**src/rtl/clkgate_ctrl_if.sv**
```systemverilog
`default_nettype none
// ============================================================================
// Module   : clkgate_ctrl_if
// Brief    : Signal bundle between the clock-gate enable controller and its
//            surroundings (activity/request inputs, gating-cell pins, status).
// Revision : 1.0
// ============================================================================
interface clkgate_ctrl_if #(
  parameter int CNT_W = 16
);
  logic             active;
  logic             req;
  logic             force_on;
  logic             se_in;
  logic             e;
  logic             se;
  logic             ack;
  logic             gated;
  logic [CNT_W-1:0] gate_cnt;

  // Environment side: drives activity/requests, observes the gating pins.
  modport master (
    output active, req, force_on, se_in,
    input  e, se, ack, gated, gate_cnt
  );

  // Controller side.
  modport slave (
    input  active, req, force_on, se_in,
    output e, se, ack, gated, gate_cnt
  );
endinterface
`default_nettype wire

```
**src/rtl/clkgate_ctrl.sv**
```systemverilog
`default_nettype none
// ============================================================================
// Module   : clkgate_ctrl
// Brief    : Enable controller for a test-enabled ICG cell. Stops the gated
//            clock after IDLE_CYCLES+1 idle edges, restarts it on request and
//            acknowledges once WAKE_CYCLES settle edges have elapsed. Keeps a
//            saturating count of entries into the gated state.
// Revision : 1.0
// ============================================================================
module clkgate_ctrl #(
  parameter int IDLE_CYCLES = 16,
  parameter int IDLE_W      = 8,
  parameter int WAKE_CYCLES = 2,
  parameter int WAKE_W      = 4,
  parameter int CNT_W       = 16
) (
  input  wire logic     clk,
  input  wire logic     rst,
  clkgate_ctrl_if.slave bus
);

  typedef enum logic [1:0] {
    S_RUN   = 2'd0,
    S_COUNT = 2'd1,
    S_GATED = 2'd2,
    S_WAKE  = 2'd3
  } state_t;

  // Counter reload values: the count runs down to zero inclusive.
  localparam logic [IDLE_W-1:0] IDLE_LOAD = IDLE_W'(IDLE_CYCLES - 1);
  localparam logic [WAKE_W-1:0] WAKE_LOAD = WAKE_W'(WAKE_CYCLES - 1);

  state_t             state;
  logic [IDLE_W-1:0]  idle_cnt;
  logic [WAKE_W-1:0]  wake_cnt;
  logic               e;
  logic               ack;
  logic               gated;
  logic [CNT_W-1:0]   gate_cnt;

  // Keep-alive sources seen while the clock runs; ACTIVE is meaningless once
  // the block's clock is stopped, so GATED only looks at req/force_on.
  logic busy;
  logic wake_req;
  assign busy     = bus.active | bus.req | bus.force_on;
  assign wake_req = bus.req | bus.force_on;

  // Scan enable goes straight to the cell; it never influences the FSM.
  assign bus.se       = bus.se_in;
  assign bus.e        = e;
  assign bus.ack      = ack;
  assign bus.gated    = gated;
  assign bus.gate_cnt = gate_cnt;

  // Idle/wake state machine with registered gating-cell and status outputs.
  always_ff @(posedge clk or posedge rst) begin
    if (rst) begin
      state    <= S_RUN;
      idle_cnt <= '0;
      wake_cnt <= '0;
      e        <= 1'b1;
      ack      <= 1'b1;
      gated    <= 1'b0;
      gate_cnt <= '0;
    end else begin
      case (state)
        S_RUN: begin
          if (!busy) begin
            state    <= S_COUNT;
            idle_cnt <= IDLE_LOAD;
          end
        end
        S_COUNT: begin
          // Activity wins over expiry on the same edge.
          if (busy) begin
            state <= S_RUN;
          end else if (idle_cnt == '0) begin
            state <= S_GATED;
            e     <= 1'b0;
            ack   <= 1'b0;
            gated <= 1'b1;
            if (gate_cnt != '1) begin
              gate_cnt <= gate_cnt + 1'b1;
            end
          end else begin
            idle_cnt <= idle_cnt - 1'b1;
          end
        end
        S_GATED: begin
          if (wake_req) begin
            state    <= S_WAKE;
            e        <= 1'b1;
            gated    <= 1'b0;
            wake_cnt <= WAKE_LOAD;
          end
        end
        S_WAKE: begin
          // Completes even if the request has since dropped.
          if (wake_cnt == '0) begin
            state <= S_RUN;
            ack   <= 1'b1;
          end else begin
            wake_cnt <= wake_cnt - 1'b1;
          end
        end
        default: begin
          state <= S_RUN;
          e     <= 1'b1;
          ack   <= 1'b1;
          gated <= 1'b0;
        end
      endcase
    end
  end

endmodule
`default_nettype wire

```
**src/flat_wrapper.sv**
```systemverilog
// flat-port wrapper written by rule: the top's interface ports become plain ports
module clkgate_ctrl_flat 
#(
  parameter int IDLE_CYCLES = 16,
  parameter int IDLE_W      = 8,
  parameter int WAKE_CYCLES = 2,
  parameter int WAKE_W      = 4,
  parameter int CNT_W       = 16
)
  (clk, rst, bus_active, bus_req, bus_force_on, bus_se_in, bus_e, bus_se, bus_ack, bus_gated, bus_gate_cnt);
  clkgate_ctrl_if #(.CNT_W(CNT_W)) bus_i ();
  input  wire logic clk;
  input  wire logic rst;
  input wire logic [$bits(bus_i.active)-1:0] bus_active;
  input wire logic [$bits(bus_i.req)-1:0] bus_req;
  input wire logic [$bits(bus_i.force_on)-1:0] bus_force_on;
  input wire logic [$bits(bus_i.se_in)-1:0] bus_se_in;
  output wire logic [$bits(bus_i.e)-1:0] bus_e;
  output wire logic [$bits(bus_i.se)-1:0] bus_se;
  output wire logic [$bits(bus_i.ack)-1:0] bus_ack;
  output wire logic [$bits(bus_i.gated)-1:0] bus_gated;
  output wire logic [$bits(bus_i.gate_cnt)-1:0] bus_gate_cnt;
  assign bus_i.active = bus_active;
  assign bus_i.req = bus_req;
  assign bus_i.force_on = bus_force_on;
  assign bus_i.se_in = bus_se_in;
  assign bus_e = bus_i.e;
  assign bus_se = bus_i.se;
  assign bus_ack = bus_i.ack;
  assign bus_gated = bus_i.gated;
  assign bus_gate_cnt = bus_i.gate_cnt;
  clkgate_ctrl #(.IDLE_CYCLES(IDLE_CYCLES), .IDLE_W(IDLE_W), .WAKE_CYCLES(WAKE_CYCLES), .WAKE_W(WAKE_W), .CNT_W(CNT_W)) u_core (.clk(clk), .rst(rst), .bus(bus_i));
endmodule
```
**config.mk**
```make
export PLATFORM = sky130hd
export DESIGN_NAME = clkgate_ctrl_flat
export DESIGN_NICKNAME = d
export VERILOG_FILES = /design/src/rtl/clkgate_ctrl_if.sv /design/src/rtl/clkgate_ctrl.sv /design/src/flat_wrapper.sv
export SDC_FILE = /design/constraint.sdc
export NUM_CORES = 1
export LEC_CHECK = 0
export ABC_AREA = 0
export ABC_CLOCK_PERIOD_IN_PS = 3100
export CORE_MARGIN = 8
export CORE_UTILIZATION = 53
export DETAILED_ROUTE_END_ITERATION = 6
export GPL_TIMING_DRIVEN = 0
export PLACE_DENSITY = 0.85
export SYNTH_ARGS = -nofsm -noshare
export SYNTH_HDL_FRONTEND = slang
export SYNTH_SLANG_ARGS = --single-unit
```
**constraint.sdc**
```tcl
create_clock -name clk -period 3.1 [get_ports clk]
set_clock_uncertainty 0.2 [all_clocks]
set_input_delay 0.465 -clock clk [delete_from_list [all_inputs] [get_ports clk]]
set_output_delay 0.465 -clock clk [all_outputs]
set_load 0.02 [all_outputs]
```
==> impl_results.md, run 1 <==
- Status: complete, no violations
- Setup ws final: 0.478 ns
- Hold buffer count at CTS: 0
- Initial drt markers: 75
- Async S/R FF share, synth: 1.00
- Multi-input logic area: 880 um^2
- Clock Pin Slew Worst Setup and Hold Paths: 0.11 ns
- Max Freq: 381 MHz
- Net Sw Power: 396 uW
- # rows: 21
- Slew headroom: 0.508
- Crit path max fanout: 10
- Most frequent cells in the layout: dfrtp_1 (31), clkdlybuf4s50_1 (24), nand2_1 (13)
- RSZ-0062 raised after global routing: false
- Reg2reg end: u_core.bus.gate_cnt[6]
- Syn avg cell area: 9.91 um^2
- FILL cells: 266
- Sink Count: 33
- P_int: 729 uW
- Number of buffers added on ports: 24
- Sequential-to-total area share from yosys stat: 0.467
- Post-CTS Resized: 0
- Gr usage total: 0.149
- Synth Cell Area: 1770 um^2
- Initial Util: 0.540
- Seq pwr share: 0.514
- Dpl ws: 0.140 ns
- Skew-Pair Late Insertion Delay: 0.34 ns
- Share of layout cells above drive strength 1: 0.123
- Per-cell routed wire length: 14.6 um
- Postcts setup bufs: 0
- DR vias/cell: 5.70
- Drt pass-1 iters: 4
- Number of flops mapped to enable cells by yosys: 0
- Hpwl dp: 2.71 mm
- HP Class: in -> async
- Total CTS buffers: 5
- Boundary Pins: 26
- Number of antenna violations at the first check in global routing: 0
- Max Cap Viol: 0
- Pwr/cell area: 523 nW/um^2
- R2R Setup Slk: 0.49 ns
- Mapped Nets: 190
- Nets: 222
- Core Area: 3280 um^2
- Synthesis-to-layout area growth: 21.2%
- CP arrival: 2.68 ns
- Worst Tran Pin Value: 0.737 ns
- Most used DFF post-synth: dfrtp_1
- Hold Slack: 0.161 ns
- Setup_tns: 0 ns
- VDD IR max: 435 uV
- Vias in the first global route: 1386
- Diode count: 0
- Yosys warning count: 0
- DIE AREA: 5460 um^2
- Detail Route Antenna Nets: 0
- Final Hold Viols: 0
- Most common cell after layout, fill and taps aside: dfrtp_1
- Yosys cell types: 45
- # DRC: 0
- Die Y-Extent: 73.9 um
- Root Driver: clkbuf_4
- Crit path kind: in -> reg
- CTS tree: yes
- Fin. max-slew vios: 0
- Clock share of power: 0.205
- First-pass GRT wire length: 6.31 mm
- Pleak: 0.905 nW
- CTS H-tree depth: 2
- Largest net degree at the start of global routing: 34
- Grt ovf: 0
- Cells after Synth: 179
- Sw Share: 0.352
- Worst setup SP type: input pin
- Combinational Power Share: 0.281
- Drt total wl: 3.76 mm
- #FFs+latches synth: 33
- Seq. cell area: 828 um^2
- R2R cell count: 6
- Die W: 73.9 um
- Final Critical Period: 2.62 ns
- Kind of end point of the critical path: register
- CP required: 3.16 ns
- Total chip power: 1.13 mW
- Final period utilization: 0.846
- Vias: 1471
- Final core occ: 0.655
- Longest Clk Path Bufs: 2
- Final RePlAce weighted congestion: 0.775
- Final setup viols: 0
## per-stage QoR
step           instance area (um^2)  instances
6_report                       2150        258
2_1_floorplan                  1770        179
4_1_cts                        2120        257
3_5_place_dp                   2070        249
3_3_place_gp                   2070        249
5_1_grt                        2150        258
## power by group through the flow
| stage | logic [mW] | registers, mW | clock network [mW] |
|---|---|---|---|
| final | 0.316 | 0.578 | 0.231 |
| after global routing | 0.360 | 0.591 | 0.253 |
| after CTS | 0.314 | 0.577 | 0.242 |
| after detailed placement | 0.311 | 0.585 | 0 |
| after global placement | 0.302 | 0.583 | 0 |
| after floorplan | 0.211 | 0.586 | 0 |
## per-layer routing
| layer | global-route usage | share of wire | vias up |
|---|---|---|---|
| met5 | 0 | 0 | - |
| met4 | 0.0621 | 0.016 | 0 |
| met3 | 0.0477 | 0.058 | 6 |
| met2 | 0.234 | 0.45 | 43 |
| met1 | 0.183 | 0.47 | 704 |
| li1 | - | - | 718 |
## worst max-delay path, cell delays in order
cell	delay, ns
clkdlybuf4s50_1	0.50
nor4_4	0.46
nand4_1	0.24
clkbuf_1	0.32
nor4_1	0.49
xor2_1	0.20
## how the worst max path moves through the flow
stage / startpoint / endpoint / slack, ns / depth (start not counted)
2_1_floorplan: bus_req / u_core.idle_cnt[5] / 0.79 / 5
3_3_place_gp: bus_req / u_core.bus.gate_cnt[12] / 0.23 / 6
3_5_place_dp: bus_req / u_core.bus.gate_cnt[6] / 0.14 / 6
4_1_cts: register / u_core.bus.gate_cnt[6] / 0.47 / 6
5_1_grt: register / u_core.bus.gate_cnt[6] / 0.23 / 6
6_report: bus_req / u_core.bus.gate_cnt[6] / 0.48 / 6
## flip-flops by register name (all words and copies together), names as in the netlist, named ones only
| name | cells |
|---|---|
| u_core.bus.e | 1 |
| u_core.bus.gate_cnt | 16 |
| u_core.bus.ack | 1 |
| u_core.state | 1 |
| u_core.bus.gated | 1 |
| u_core.wake_cnt | 4 |
| u_core.idle_cnt | 8 |
## logic make-up after synthesis
logic type / share of synthesized area
and+or+nand+nor: 0.276
DFF: 0.467
AOI/OAI and AO/OA: 0.0952
buffers and inverters: 0.0374
xor gates and xnor gates: 0.0642
adders and majority gates: 0.0353
muxes: 0.0247
## cell usage after synthesis (4+ instances only)
| cell | instances | area (um^2) |
|---|---|---|
| nand3_1 | 7 | 35.0 |
| nand2_1 | 13 | 48.8 |
| nor4_1 | 6 | 37.5 |
| ha_1 | 5 | 62.6 |
| or3_1 | 4 | 25.0 |
| nand4_1 | 8 | 50.1 |
| nor3b_1 | 6 | 45.0 |
| xor2_1 | 9 | 78.8 |
| o21ai_0 | 6 | 30.0 |
| a21oi_1 | 10 | 50.1 |
| xnor2_1 | 4 | 35.0 |
| nor2_1 | 12 | 45.0 |
| nor3_1 | 4 | 20.0 |
| dfrtp_1 | 31 | 776 |
| or4_1 | 5 | 37.5 |
| inv_1 | 8 | 30.0 |
## area by class of cell
class | count | share of cell area
Multi-Input combinational cell | 131 | 0.409
Clock inverter | 2 | 0.00465
Timing Repair Buffer | 25 | 0.124
Buffer | 7 | 0.0169
Sequential cell | 33 | 0.385
Tap cell | 46 | 0.0268
Inverter | 8 | 0.0140
Clock buffer | 6 | 0.0192
Power figures use the tool's default switching activity.
==> run 2, diff against run 1 <==
--- a/config.mk
+++ b/config.mk
@@ -6,7 +6,7 @@
 export NUM_CORES = 1
 export LEC_CHECK = 0
 export ABC_AREA = 0
-export ABC_CLOCK_PERIOD_IN_PS = 3100
+export ABC_CLOCK_PERIOD_IN_PS = 2600
 export CORE_MARGIN = 8
 export CORE_UTILIZATION = 53
 export DETAILED_ROUTE_END_ITERATION = 6
==> constraint.sdc (replaced) <==
create_clock -name clk -period 2.6 [get_ports clk]
set_clock_uncertainty 0.2 [all_clocks]
set_input_delay 0.39 -clock clk [delete_from_list [all_inputs] [get_ports clk]]
set_output_delay 0.39 -clock clk [all_outputs]
set_load 0.02 [all_outputs]
==> run 2 against run 1 <==
- final cell count is 0.78% higher
- first-iteration DRC count is 13% higher
- sequential power is 20% higher
- via count is 1.4% higher
- flip-flop and latch count stayed put
- die area stayed put
- critical endpoint is now u_core.idle_cnt[5]
- largest cell class unchanged
==> impl_results.md, run 2 (same netlist as run 1, synthesis figures left out) <==
- Fin. max-slew vios: 0 (unchanged)
- Setup ws final: 0.116 ns (-0.363 ns)
- Synthesis-to-layout area growth: 23.2%
- Max Freq: 403 MHz
- Status: complete, no violations
- Most common cell after layout, fill and taps aside: dfrtp_1
- R2r startpoint: u_core.idle_cnt[3]
- Boundary Pins: 26 (unchanged)
- Number of antenna violations at the first check in global routing: 0 (unchanged)
- Max Cap Viol: 0 (unchanged)
- Dpl ws: -0.285 ns (-0.425 ns)
- Final std cells w/o fill: 260 (+0.78%)
- Worst Tran Pin Value: 0.738 ns (+0.00102 ns)
- Final Hold Viols: 0 (unchanged)
- Sink Count: 33 (unchanged)
- Worst path bufs/invs: 2 (unchanged)
- CTS tree: yes
- Design Area, Final: 2190 um^2 (+1.6%)
- Vias in the first global route: 1386 (unchanged)
- Drt pass-1 iters: 4 (unchanged)
- R2R cell count: 5 (-1)
- Crit path depth: 6 (unchanged)
- CP arrival: 2.55 ns (-0.13 ns)
- VDD IR max: 522 uV (+20%)
- # rows: 21 (unchanged)
- RSZ-0062 raised after global routing: false
- Placed insts: 249 (unchanged)
- Initial Util: 0.540 (unchanged)
- Kind of end point of the critical path: register
- Hold Slack: 0.0828 ns (-0.0786 ns)
- DIE AREA: 5460 um^2 (unchanged)
- Root Driver: clkbuf_4
- Share of layout cells above drive strength 1: 0.150 (+0.0269)
- Per-cell routed wire length: 14.5 um (-0.53%)
- Crit path kind: in -> reg
- Diode count: 0 (unchanged)
- Delay-heaviest family, CP: simple AND/OR/NAND/NOR gates
- Most flops, register: u_core.bus.gate_cnt
- Pleak: 0.919 nW (+1.5%)
- Slew headroom: 0.507 (-0.000682)
- Crit path max fanout: 6 (-4)
- Clock Pin Slew Worst Setup and Hold Paths: 0.10 ns (about the same)
- Nets: 224 (+0.90%)
- Crit path from: bus_req
- CP dominant cell by count: or4_1
- Detail Route Antenna Nets: 0 (unchanged)
- CP peak stage delay: 0.52 ns (+0.02 ns)
- Worst setup SP type: input pin
- # DRC: 0 (unchanged)
- Placed Area: 2070 um^2 (unchanged)
- CP Cell Sequence: clkdlybuf4s50_1, or4_1, buf_2, or4_1, or4_1, o21ai_1
- Multi-input logic area: 898 um^2 (+2.1%)
- Hpwl dp: 2.71 mm (unchanged)
- Final period utilization: 0.955
- Gr usage total: 0.149 (unchanged)
- CTS H-tree depth: 2 (unchanged)
- Core Area: 3280 um^2 (unchanged)
- Initial drt markers: 85 (+13%)
- Final RePlAce weighted congestion: 0.775 (unchanged)
- Largest net degree at the start of global routing: 34 (unchanged)
- Pwr/cell area: 618 nW/um^2 (+18%)
- CP required: 2.67 ns (-0.49 ns)
- Vias: 1491 (+1.4%)
- First-pass GRT wire length: 6.31 mm (unchanged)
- Setup_tns: 0 ns (unchanged)
- DR vias/cell: 5.73 (+0.58%)
- HP Class: in -> async
- Die Y-Extent: 73.9 um (unchanged)
- Regs by FF count: u_core.bus.gate_cnt: 16 flops, u_core.idle_cnt: 8 flops, u_core.wake_cnt: 4 flops
- Grt ovf: 0 (unchanged)
- Crit path max-delay cell type: or4_1
- Seq. cell area: 828 um^2 (unchanged)
- Most frequent cells in the layout: dfrtp_1 (31), clkdlybuf4s50_1 (24), nand2_1 (13)
- FILL cells: 259 (-2.6%)
- Die W: 73.9 um (unchanged)
- Longest Clk Path Bufs: 2 (unchanged)
- Total CTS buffers: 5 (unchanged)
- Max reg flops: 16 (unchanged)
- Final Critical Period: 2.48 ns
- Final setup viols: 0 (unchanged)
- Number of buffers added on ports: 24 (unchanged)
- Drt total wl: 3.77 mm (+0.24%)
- Skew-Pair Late Insertion Delay: 0.34 ns (about the same)
## run 2: worst reg2reg max path: stages, from the launching register on
cell and delay [ns]:
dfrtp_1 0.45, or4_1 0.54, buf_2 0.17, nor4_1 0.54, nand4_1 0.20, xnor2_1 0.17
## run 2: stage by stage
stage | util | power (mW)
3_5_place_dp | 0.631 | 1.07
3_3_place_gp | 0.631 | 1.06
4_1_cts | 0.648 | 1.35
5_1_grt | 0.666 | 1.44
2_1_floorplan | - | 0.950
6_report | 0.666 | 1.35
## run 2: final cells by class
type                    count  share of cell area
inverters                   8              0.0137
plain buffers               7              0.0172
clock buffers               6              0.0189
multi-input cells         131               0.411
flip-flops and latches     33               0.379
clock inverters             2             0.00458
well taps                  46              0.0263
repair buffers             27               0.129
## run 2: where the power goes
group	internal (mW)	total [mW]	leakage (nW)	switching, mW
clock	0.103	0.276	0.0320	0.174
sequential	0.608	0.692	0.421	0.0843
combinational	0.163	0.382	0.466	0.219
## run 2: final timing paths
check / endpoint / slack, ns
min reg2reg: u_core.bus.gate_cnt[7] / 0.29
min in group clk: u_core.bus.gate_cnt[7] / 0.29
max: u_core.idle_cnt[5] / 0.12
max reg2reg: u_core.bus.gate_cnt[13] / 0.21
min: u_core.idle_cnt[5] / 0.08
max in group asynchronous: u_core.bus.ack / 1.63
## run 2: what timing repair did
action,CTS,global route
setup buffers,0,2
endpoints found under the setup margin,1,5
cloned,0,0
pin swaps,0,1
hold buffers,0,0
resized for setup,1,4
## run 2: per-layer routing
layer  track usage  up-vias  share of wire
met4        0.0621        0          0.016
met5             0        -              0
met1         0.183      727           0.48
met3        0.0477        6          0.049
li1              -      725              -
met2         0.234       33           0.46
